--- src/rtl/alu_pkg.sv ---
// Shared types for the ALU command sequencer: opcode and FSM state enums,
// counter width, and the packed width of one command FIFO entry.
package alu_pkg;

  typedef enum logic [2:0] {
    ADD = 3'd0,
    SUB = 3'd1,
    DEC = 3'd2,
    INC = 3'd3,
    NOT = 3'd4,
    AND = 3'd5,
    OR  = 3'd6,
    XOR = 3'd7
  } alu_op_e;

  typedef enum logic [1:0] {
    IDLE  = 2'd0,
    ISSUE = 2'd1,
    RESP  = 2'd2
  } seq_state_e;

  localparam int OVF_CNT_W = 8;
  localparam int OPCODE_W  = 3;

  // Entry layout is {chain?, opcode, a, b}; the chain bit exists only when chaining is built in.
  function automatic int cmd_entry_w(input int n, input bit with_chain);
    return OPCODE_W + 2 * n + (with_chain ? 1 : 0);
  endfunction

endpackage

--- src/rtl/alu_cmd_fifo.sv ---
// Command FIFO for the ALU sequencer: registered storage, combinational head
// read, synchronous active-high reset. A push into a full FIFO is dropped even
// if a pop happens in the same cycle (no bypass path).
module alu_cmd_fifo #(
  parameter int DEPTH = 4,
  parameter int WIDTH = 8
) (
  input  logic             clk,
  input  logic             rst,
  input  logic             push,
  input  logic [WIDTH-1:0] push_data,
  input  logic             pop,
  output logic [WIDTH-1:0] head,
  output logic             full,
  output logic             empty
);

  localparam int AW = (DEPTH > 1) ? $clog2(DEPTH) : 1;

  logic [WIDTH-1:0] mem [DEPTH];
  logic [AW-1:0]    wr_ptr;
  logic [AW-1:0]    rd_ptr;
  logic [AW:0]      count;
  logic             do_push;
  logic             do_pop;

  assign full    = (count == (AW+1)'(DEPTH));
  assign empty   = (count == '0);
  assign do_push = push && !full;
  assign do_pop  = pop && !empty;
  assign head    = mem[rd_ptr];

  // Storage write; contents need no reset since count gates every read.
  always_ff @(posedge clk) begin
    if (do_push) begin
      mem[wr_ptr] <= push_data;
    end
  end

  // Pointer and occupancy bookkeeping; pointers wrap naturally (DEPTH is a power of 2).
  always_ff @(posedge clk) begin
    if (rst) begin
      wr_ptr <= '0;
      rd_ptr <= '0;
      count  <= '0;
    end else begin
      if (do_push) wr_ptr <= wr_ptr + 1'b1;
      if (do_pop)  rd_ptr <= rd_ptr + 1'b1;
      case ({do_push, do_pop})
        2'b10:   count <= count + 1'b1;
        2'b01:   count <= count - 1'b1;
        default: ;
      endcase
    end
  end

endmodule

--- src/rtl/alu_cmd_sequencer.sv ---
// Initiator side of the combinational ALU interface. Commands are queued in a
// small FIFO, issued to the external ALU, the result is captured after one
// settle cycle and returned on a valid/ready response stream.
// Optional build macro: ALU_CHAIN_EN -- a command flagged cmd_chain takes its
// A operand from the most recently captured result.
//
// state | meaning
// IDLE  | nothing in flight; pop the FIFO head as soon as one exists
// ISSUE | ALU inputs held for one cycle; result captured at the end of it
// RESP  | rsp_* valid and frozen until the consumer accepts
module alu_cmd_sequencer
  import alu_pkg::*;
#(
  parameter int N          = 4,
  parameter int FIFO_DEPTH = 4
) (
  input  logic                 clk,
  input  logic                 rst,
  input  logic                 cmd_valid,
  output logic                 cmd_ready,
  input  logic [2:0]           cmd_opcode,
  input  logic [N-1:0]         cmd_a,
  input  logic [N-1:0]         cmd_b,
  input  logic                 cmd_chain,
  output logic [N-1:0]         alu_a,
  output logic [N-1:0]         alu_b,
  output logic [2:0]           alu_opcode,
  input  logic [N-1:0]         alu_y,
  input  logic                 alu_overflow,
  output logic                 rsp_valid,
  input  logic                 rsp_ready,
  output logic [N-1:0]         rsp_y,
  output logic                 rsp_overflow,
  output logic [2:0]           rsp_opcode,
  output logic [OVF_CNT_W-1:0] ovf_count
);

`ifdef ALU_CHAIN_EN
  localparam int ENTRY_W = cmd_entry_w(N, 1'b1);
`else
  localparam int ENTRY_W = cmd_entry_w(N, 1'b0);
`endif

  logic [ENTRY_W-1:0] push_data;
  logic [ENTRY_W-1:0] head;
  logic               fifo_full;
  logic               fifo_empty;
  logic               push;
  logic               pop;
  logic [2:0]         head_op;
  logic [N-1:0]       head_a;
  logic [N-1:0]       head_b;
  logic [N-1:0]       head_a_eff;
  seq_state_e         state;

  assign cmd_ready = !rst && !fifo_full;
  assign push      = cmd_valid && cmd_ready;
  assign pop       = !fifo_empty && ((state == IDLE) || ((state == RESP) && rsp_ready));

`ifdef ALU_CHAIN_EN
  logic head_chain;
  assign push_data = {cmd_chain, cmd_opcode, cmd_a, cmd_b};
  assign {head_chain, head_op, head_a, head_b} = head;
  // rsp_y is the chain register: it resets to 0 and reloads at every capture edge.
  assign head_a_eff = head_chain ? rsp_y : head_a;
`else
  logic chain_unused;
  assign chain_unused = cmd_chain;
  assign push_data    = {cmd_opcode, cmd_a, cmd_b};
  assign {head_op, head_a, head_b} = head;
  assign head_a_eff   = head_a;
`endif

  alu_cmd_fifo #(
    .DEPTH (FIFO_DEPTH),
    .WIDTH (ENTRY_W)
  ) u_fifo (
    .clk       (clk),
    .rst       (rst),
    .push      (push),
    .push_data (push_data),
    .pop       (pop),
    .head      (head),
    .full      (fifo_full),
    .empty     (fifo_empty)
  );

  // Sequencer FSM with registered ALU drive, response capture and overflow counter.
  always_ff @(posedge clk) begin
    if (rst) begin
      state        <= IDLE;
      alu_a        <= '0;
      alu_b        <= '0;
      alu_opcode   <= '0;
      rsp_valid    <= 1'b0;
      rsp_y        <= '0;
      rsp_overflow <= 1'b0;
      rsp_opcode   <= '0;
      ovf_count    <= '0;
    end else begin
      case (state)
        IDLE: begin
          if (pop) begin
            alu_a      <= head_a_eff;
            alu_b      <= head_b;
            alu_opcode <= head_op;
            state      <= ISSUE;
          end
        end
        ISSUE: begin
          rsp_y        <= alu_y;
          rsp_overflow <= alu_overflow;
          rsp_opcode   <= alu_opcode;
          rsp_valid    <= 1'b1;
          if (alu_overflow && (ovf_count != '1)) begin
            ovf_count <= ovf_count + 1'b1;
          end
          state <= RESP;
        end
        RESP: begin
          if (rsp_ready) begin
            rsp_valid <= 1'b0;
            if (pop) begin
              alu_a      <= head_a_eff;
              alu_b      <= head_b;
              alu_opcode <= head_op;
              state      <= ISSUE;
            end else begin
              state <= IDLE;
            end
          end
        end
        default: state <= IDLE;
      endcase
    end
  end

endmodule

--- config.mk ---
export PLATFORM = sky130hd
export DESIGN_NAME = alu_cmd_sequencer
export DESIGN_NICKNAME = d
export VERILOG_FILES = /design/src/rtl/alu_pkg.sv /design/src/rtl/alu_cmd_fifo.sv /design/src/rtl/alu_cmd_sequencer.sv
export SDC_FILE = /design/constraint.sdc
export NUM_CORES = 1
export LEC_CHECK = 0
export CAP_MARGIN = 20
export CORE_ASPECT_RATIO = 2
export CORE_MARGIN = 1
export CORE_UTILIZATION = 48
export CTS_CLUSTER_DIAMETER = 40
export CTS_CLUSTER_SIZE = 24
export DETAILED_ROUTE_END_ITERATION = 16
export GPL_ROUTABILITY_DRIVEN = 0
export PLACE_DENSITY_LB_ADDON = 0.15
export SYNTH_ARGS = -nofsm -noshare
export SYNTH_HDL_FRONTEND = slang
export SYNTH_HIERARCHICAL = 1
export SYNTH_SLANG_ARGS = --single-unit
export TNS_END_PERCENT = 30
--- constraint.sdc ---
create_clock -name clk -period 2.65 [get_ports clk]
set_clock_uncertainty 0.1 [all_clocks]
set_input_delay 0.53 -clock clk [delete_from_list [all_inputs] [get_ports clk]]
set_output_delay 0.53 -clock clk [all_outputs]
set_load 0.005 [all_outputs]
==> summary.txt, run 1 <==
Status
  – Outcome: completed

STA
  – Least-Margin Pin Slew: 556.3 ps
  – Fmax: 393.5 MHz
  – Final setup fails: 0
  – RSZ-0062 raised after global routing: no
  – Setup TNS: 0 ps
  – Slew headroom: 62.86%
  – Final Hold Fails: 0
  – Final Max Slew Viols: 0
  – Fin crit share: 95.91%
  – Hold Slack: 351.3 ps
  – Tmin final: 2542 ps
  – Final WS setup: 108.4 ps

Route
  – Initial drt markers: 97
  – Routed WL: 5746 microns
  – Final ANT Viol Nets: 0
  – # DRC: 0
  – Drt via density: 5.278
  – Vias: 2,185
  – Drt pass-1 iters: 5
  – WL per Instance: 13.88 microns

Placed design
  – HPWL Detailed: 3931 microns
  – Number of I/O port buffers: 48
  – Cell Area, Placed: 4006 sq um
  – Place WS: -293.6 ps

Worst setup path
  – Setup slack, reg-to-reg: 200 ps
  – Crit Path Max Fanout: 2
  – R2R Path End: u_fifo/count[2]
  – Startpoint Class: input port
  – Crit end category: flip-flop
  – Worst reg2reg startpoint: u_fifo/count[1]
  – FF-to-FF path depth: 11
  – Crit path arrival time: 2700 ps
  – Req. time, crit path: 2810 ps
  – Setup crit start: rsp_ready
  – Kind of critical path: in -> reg

Clock tree
  – Maximum root-to-sink buffer count: 2
  – CTS Hold Bufs: 0
  – Clk_lat worst skew: 340 ps
  – Clock transition at path regs: 60 ps
  – CTS H-tree lvls: 3
  – Root buf cell: clkbuf_16
  – TritonCTS clock tree: built
  – Clock Sinks: 83
  – Cts bufs inserted: 9

Synth
  – Yosys Warn Count: 6
  – Synth top area share: 39.11%
  – Syn Area/Cell: 12.94 sq um
  – Register area share after synthesis: 62.22%
  – Seq cells post-synth: 83
  – Synth Cell Area: 3378 sq um
  – Main flop type after synthesis: edfxtp_1
  – Synthesized instance count: 261
  – Cells taking the most area after synthesis: edfxtp_1, dfxtp_1, mux4_2
  – EDFF count, synth: 44
  – Async S/R FF share, synth: 0%
  – Netlist cell types: 41
  – Post-synth top area cell: edfxtp_1
  – Syn_nets: 289

Final layout
  – Share of cells above drive strength 1: 16.26%
  – Fillers: 579
  – Multi-input logic area: 1185 sq um
  – N_diodes: 0
  – Register area: 2103 sq um
  – Layout Nets: 349
  – Synthesis-to-layout area growth: 27.67%
  – Design Area, Final: 4313 sq um

Hold path
  – Hold depth: 2
  – Hold path start: rsp_opcode[1]
  – Hold Path Class: reg -> reg
  – Hold Path Sink: rsp_opcode[1]

GRT
  – Largest net degree at the start of global routing: 44
  – Total track usage: 17.98%
  – First-pass GRT wire length: 9342 microns
  – GRT overflow: 0
  – Initial antenna violation count: 0
  – Vias in the first global route: 2,061

Floorplan
  – Die area: 7398 sq um
  – Chip width: 61.32 microns
  – Row count: 42
  – Initial core utilization: 50.22%
  – Area of the core: 6726 sq um
  – Die Ht: 120.6 microns
  – IO Pins: 50

Job
  – Max Cap Viol: 0

Power
  – VDD IR max: 0.5159 mV
  – Tot Pwr: 0.003431 W
  – Leakage power: 1.482 nW
  – Pwr Density: 795.5 nW/um^2
-- how the worst max path moves through the flow --
stage	to	depth (start not counted)
final	u_fifo/count[2]	11
after global routing	u_fifo/count[2]	11
after CTS	u_fifo/count[2]	11
after detailed placement	u_fifo/count[2]	11
after global placement	u_fifo/count[2]	11
after floorplan	u_fifo/count[2]	12
-- final cells by class --
type                            count  area share (%)
Multi-Input combinational cell    154           27.47
Tap cell                           88           2.553
Sequential cell                    83           48.77
Timing Repair Buffer               63           13.75
Clock inverter                      7           1.364
Clock buffer                        9           5.222
Inverter                           10          0.8703
-- kinds of logic (layout without fill, tap and decap cells) --
kind of cell             count (synthesis)  in the layout  share of synthesized area, %
flip-flops                              83             83                         62.22
AND/OR/NAND/NOR                         76             76                         13.41
AO/OA/AOI/OAI                           52             52                         8.741
buffers and inverters                   24             89                         3.111
multiplexers                            16             16                         8.926
adder cells (fa/ha/maj)                  7              7                         2.815
XOR/XNOR                                 3              3                        0.7779
-- registers in the layout, indices dropped and copies added (netlist names), named ones only --
register and count:
state 2, u_fifo/count 3, alu_a 4, ovf_count 8, rsp_opcode 3, rsp_overflow 1
u_fifo/mem 44, u_fifo/wr_ptr 2, alu_opcode 3, u_fifo/rd_ptr 2, alu_b 4, rsp_y 4
rsp_valid 1
-- through the flow --
| stage | util (%) | cells |
|---|---|---|
| CTS | 63.78 | 413 |
| detailed placement | 59.56 | 397 |
| global route | 64.12 | 414 |
| finish | 64.12 | 414 |
| floorplan | - | 261 |
| global placement | 59.56 | 397 |
-- layer usage --
metal  vias up  global-route usage (%)  routed length [microns]
li1       1085                       -                        -
met1      1041                   17.96                     2165
met2        49                   31.32                     3219
met3        10                   5.348                      232
met4         0                   9.943                      129
met5         -                       0                        0
-- synthesized netlist by cell type, types with 2 or more instances --
cell      instances
nor3_1            2
or3b_1           10
buf_2             3
or3_1             3
nor2_1           13
edfxtp_1         44
clkbuf_1          7
dfxtp_1          39
and3_1            4
xor2_1            3
buf_1             2
o21ai_0          15
nand3b_1          2
nor2b_1           5
mux4_2           11
nand3_1           2
ha_1              6
a211oi_1          5
and2_1            7
mux2_2            2
a31oi_1           3
nand2b_1          4
mux2i_1           2
nand2_1          15
or3b_2            2
a21oi_1          25
inv_1            10
a41oi_1           2
-- critical path, cell delays in order --
cell and delay, ps:
clkdlybuf4s50_1 480, and2b_1 210, nor2_2 150, o31ai_2 90, inv_1 80, ha_2 170, inv_1 50, fa_2 330
xor2_1 150, or3_1 310, a21oi_1 140
-- timing repair --
action	4_1_cts	5_1_grt
buffers inserted	0	1
setup endpoints to repair	0	1
gates resized for setup	0	5
-- power by group --
group          switching [W]  internal [W]  leakage [nW]  total [W]
clock network       0.000507      0.000648         0.140    0.00116
logic               0.000317      0.000401         0.626   0.000717
registers          0.0000801       0.00148         0.717    0.00156
-- layout by cell type, fill, tap and decap left out, types with 10 or more instances in the layout --
| cell | instances |
|---|---|
| clkdlybuf4s50_1 | 48 |
| edfxtp_1 | 44 |
| dfxtp_1 | 38 |
| a21oi_1 | 25 |
| nand2_1 | 15 |
| o21ai_0 | 15 |
| buf_4 | 15 |
| nor2_1 | 12 |
| mux4_2 | 11 |
| inv_1 | 10 |
| or3b_1 | 10 |
No activity file was read; power rests on OpenSTA's default activity.
==> run 2: changes to the inputs <==
==> constraint.sdc (replaced) <==
create_clock -name clk -period 2.65 [get_ports clk]
set_clock_uncertainty 0.1 [all_clocks]
set_input_delay 0.795 -clock clk [delete_from_list [all_inputs] [get_ports clk]]
set_output_delay 0.795 -clock clk [all_outputs]
set_load 0.005 [all_outputs]
==> summary.txt, run 2 (synthesized netlist as in run 1, its figures left out) <==
Placed design
  – Number of I/O port buffers: 48
  – HPWL Detailed: 4086 microns
  – Cell Area, Placed: 4063 sq um
  – Place WS: -461.4 ps

Power
  – VDD IR max: 0.5618 mV
  – NetSw: 0.0008765 W
  – Switching Fraction: 25.17%
  – Sequential share of power: 45.2%
  – Clk pwr share: 34.5%
  – Leakage power: 1.479 nW
  – Pwr Density: 799.0 nW/um^2
  – Internal power: 0.002605 W
  – Comb power frac: 20.3%

Final layout
  – Design Area, Final: 4358 sq um
  – Top Registers: u_fifo/mem (44), ovf_count (8)
  – Fillers: 558
  – Share of cells above drive strength 1: 16.41%
  – Commonest non-fill, non-tap cell in the layout: clkdlybuf4s50_1
  – Reg with most FFs: u_fifo/mem
  – Multi-input logic area: 1191 sq um
  – Register area: 2103 sq um
  – Layout Nets: 347
  – Commonest non-fill, non-tap cells in the layout: clkdlybuf4s50_1, edfxtp_1, dfxtp_1
  – Synthesis-to-layout area growth: 29.00%
  – Max reg flops: 44
  – N_diodes: 0

Route
  – Final ANT Viol Nets: 0
  – Drt pass-1 iters: 4
  – Initial drt markers: 72
  – Vias: 2,138
  – Routed WL: 5775 microns
  – # DRC: 0
  – Drt via density: 5.202
  – WL per Instance: 14.05 microns

STA
  – Final Max Slew Viols: 0
  – Setup TNS: 0 ps
  – Slew headroom: 61.11%
  – RSZ-0062 raised after global routing: no
  – Final Hold Fails: 0
  – Least-Margin Pin Slew: 582.5 ps
  – Tmin final: 2504 ps
  – Fmax: 399.3 MHz
  – Fin crit share: 94.51%
  – Final WS setup: 145.5 ps
  – Hold Slack: 352.2 ps
  – Final setup fails: 0

GRT
  – GRT overflow: 0
  – Initial antenna violation count: 0
  – Largest net degree at the start of global routing: 44
  – Total track usage: 17.80%
  – First-pass GRT wire length: 9356 microns
  – Grt met2 use: 31.79%
  – Vias in the first global route: 2,128
  – Most Crowded Layer GR: met2
  – Met3 Resource Use GR: 4.278%
  – GR Util met1: 17.21%

Worst setup path
  – Worst reg2reg startpoint: u_fifo/count[1]
  – Worst path most repeated cell: inv_1
  – Startpoint Class: input port
  – Crit Path Max Fanout: 3
  – CP cell instances: dlygate4sd2_1 -> and2b_2 -> nor2_4 -> o31ai_2 -> inv_1 -> ha_2 -> inv_1 -> fa_2 -> xor2_1 -> or3_1 -> a21oi_1
  – CP Buf/Inv Count: 3
  – Cell family with most CP delay: simple AND/OR/NAND/NOR gates
  – Worst path max stage delay: 330 ps
  – Crit end category: flip-flop
  – CP max stage cell: fa_2
  – Req. time, crit path: 2810 ps
  – Setup crit start: rsp_ready
  – Setup slack, reg-to-reg: 220 ps
  – Kind of critical path: in -> reg
  – Crit path arrival time: 2660 ps

Floorplan
  – Die area: 7398 sq um
  – Row count: 42
  – IO Pins: 50
  – Chip width: 61.32 microns
  – Die Ht: 120.6 microns
  – Initial core utilization: 50.22%
  – Area of the core: 6726 sq um

Clock tree
  – Maximum root-to-sink buffer count: 2
  – Clk_lat worst skew: 330 ps
  – CTS H-tree lvls: 3
  – Cts bufs inserted: 9
  – Clock transition at path regs: 60 ps
  – # Post-CTS Setup Buffers: 0
  – TritonCTS clock tree: built
  – Root buf cell: clkbuf_16
  – Clock Sinks: 83

Hold path
  – Hold Path Class: reg -> reg
  – Hold path start: rsp_y[0]

Status
  – Outcome: completed

Job
  – Max Cap Viol: 0
-- run 2: changes by cell type in the layout (fill, tap and decap cells not counted), sizes merged, moves of 2 or more --
cell           delta
clkinv            -2
clkdlybuf4s50     -3
dlygate4sd2       +2
inv               -3
clkinvlp          +3
-- run 2: area by class of cell --
type | instances | share of cell area (%)
Clock buffer | 9 | 5.168
Clock inverter | 6 | 1.550
Inverter | 10 | 0.8613
Multi-Input combinational cell | 154 | 27.33
Sequential cell | 83 | 48.26
Tap cell | 88 | 2.527
Timing Repair Buffer | 61 | 14.30
-- run 2: what timing repair did --
action | CTS | global route
endpoints found under the setup margin | 2 | 1
pin swaps | 1 | 0
hold buffers | 0 | 0
gates resized for setup | 3 | 2
-- run 2: path summary, 6_finish.rpt --
| kind | endpoint | cells past startpoint |
|---|---|---|
| worst max register to register | u_fifo/count[2] | 11 |
| worst min register to register | rsp_y[0] | 2 |
| worst min-delay path | rsp_y[0] | 2 |
| worst max-delay path | u_fifo/count[2] | 11 |
-- run 2: tightest hold or removal path: stages (launching register included) --
cell and delay (ps):
dfxtp_1 300, nand2_1 50, a21oi_1 50
-- run 2: metrics by stage --
stage,power (W),std cells,utilization (%)
6_report,0.003482,411,64.79
5_1_grt,0.003654,411,64.79
4_1_cts,0.003525,411,64.68
3_5_place_dp,0.002321,396,60.40
3_3_place_gp,0.002304,396,60.40
2_1_floorplan,0.002028,261,-
-- run 2: power groups by stage --
stage / sequential (W) / clock (W) / combinational, W
after global routing: 0.00159 / 0.00128 / 0.000780
final: 0.00157 / 0.00120 / 0.000708
after detailed placement: 0.00160 / 0 / 0.000721
after global placement: 0.00160 / 0 / 0.000709
after CTS: 0.00157 / 0.00123 / 0.000721
after floorplan: 0.00158 / 0 / 0.000447
-- run 2: per-layer routing --
layer | vias to the layer above | share of wire (%)
li1 | 1068 | -
met1 | 1013 | 39
met2 | 46 | 55
met3 | 11 | 3.5
met4 | 0 | 2.4
met5 | - | 0
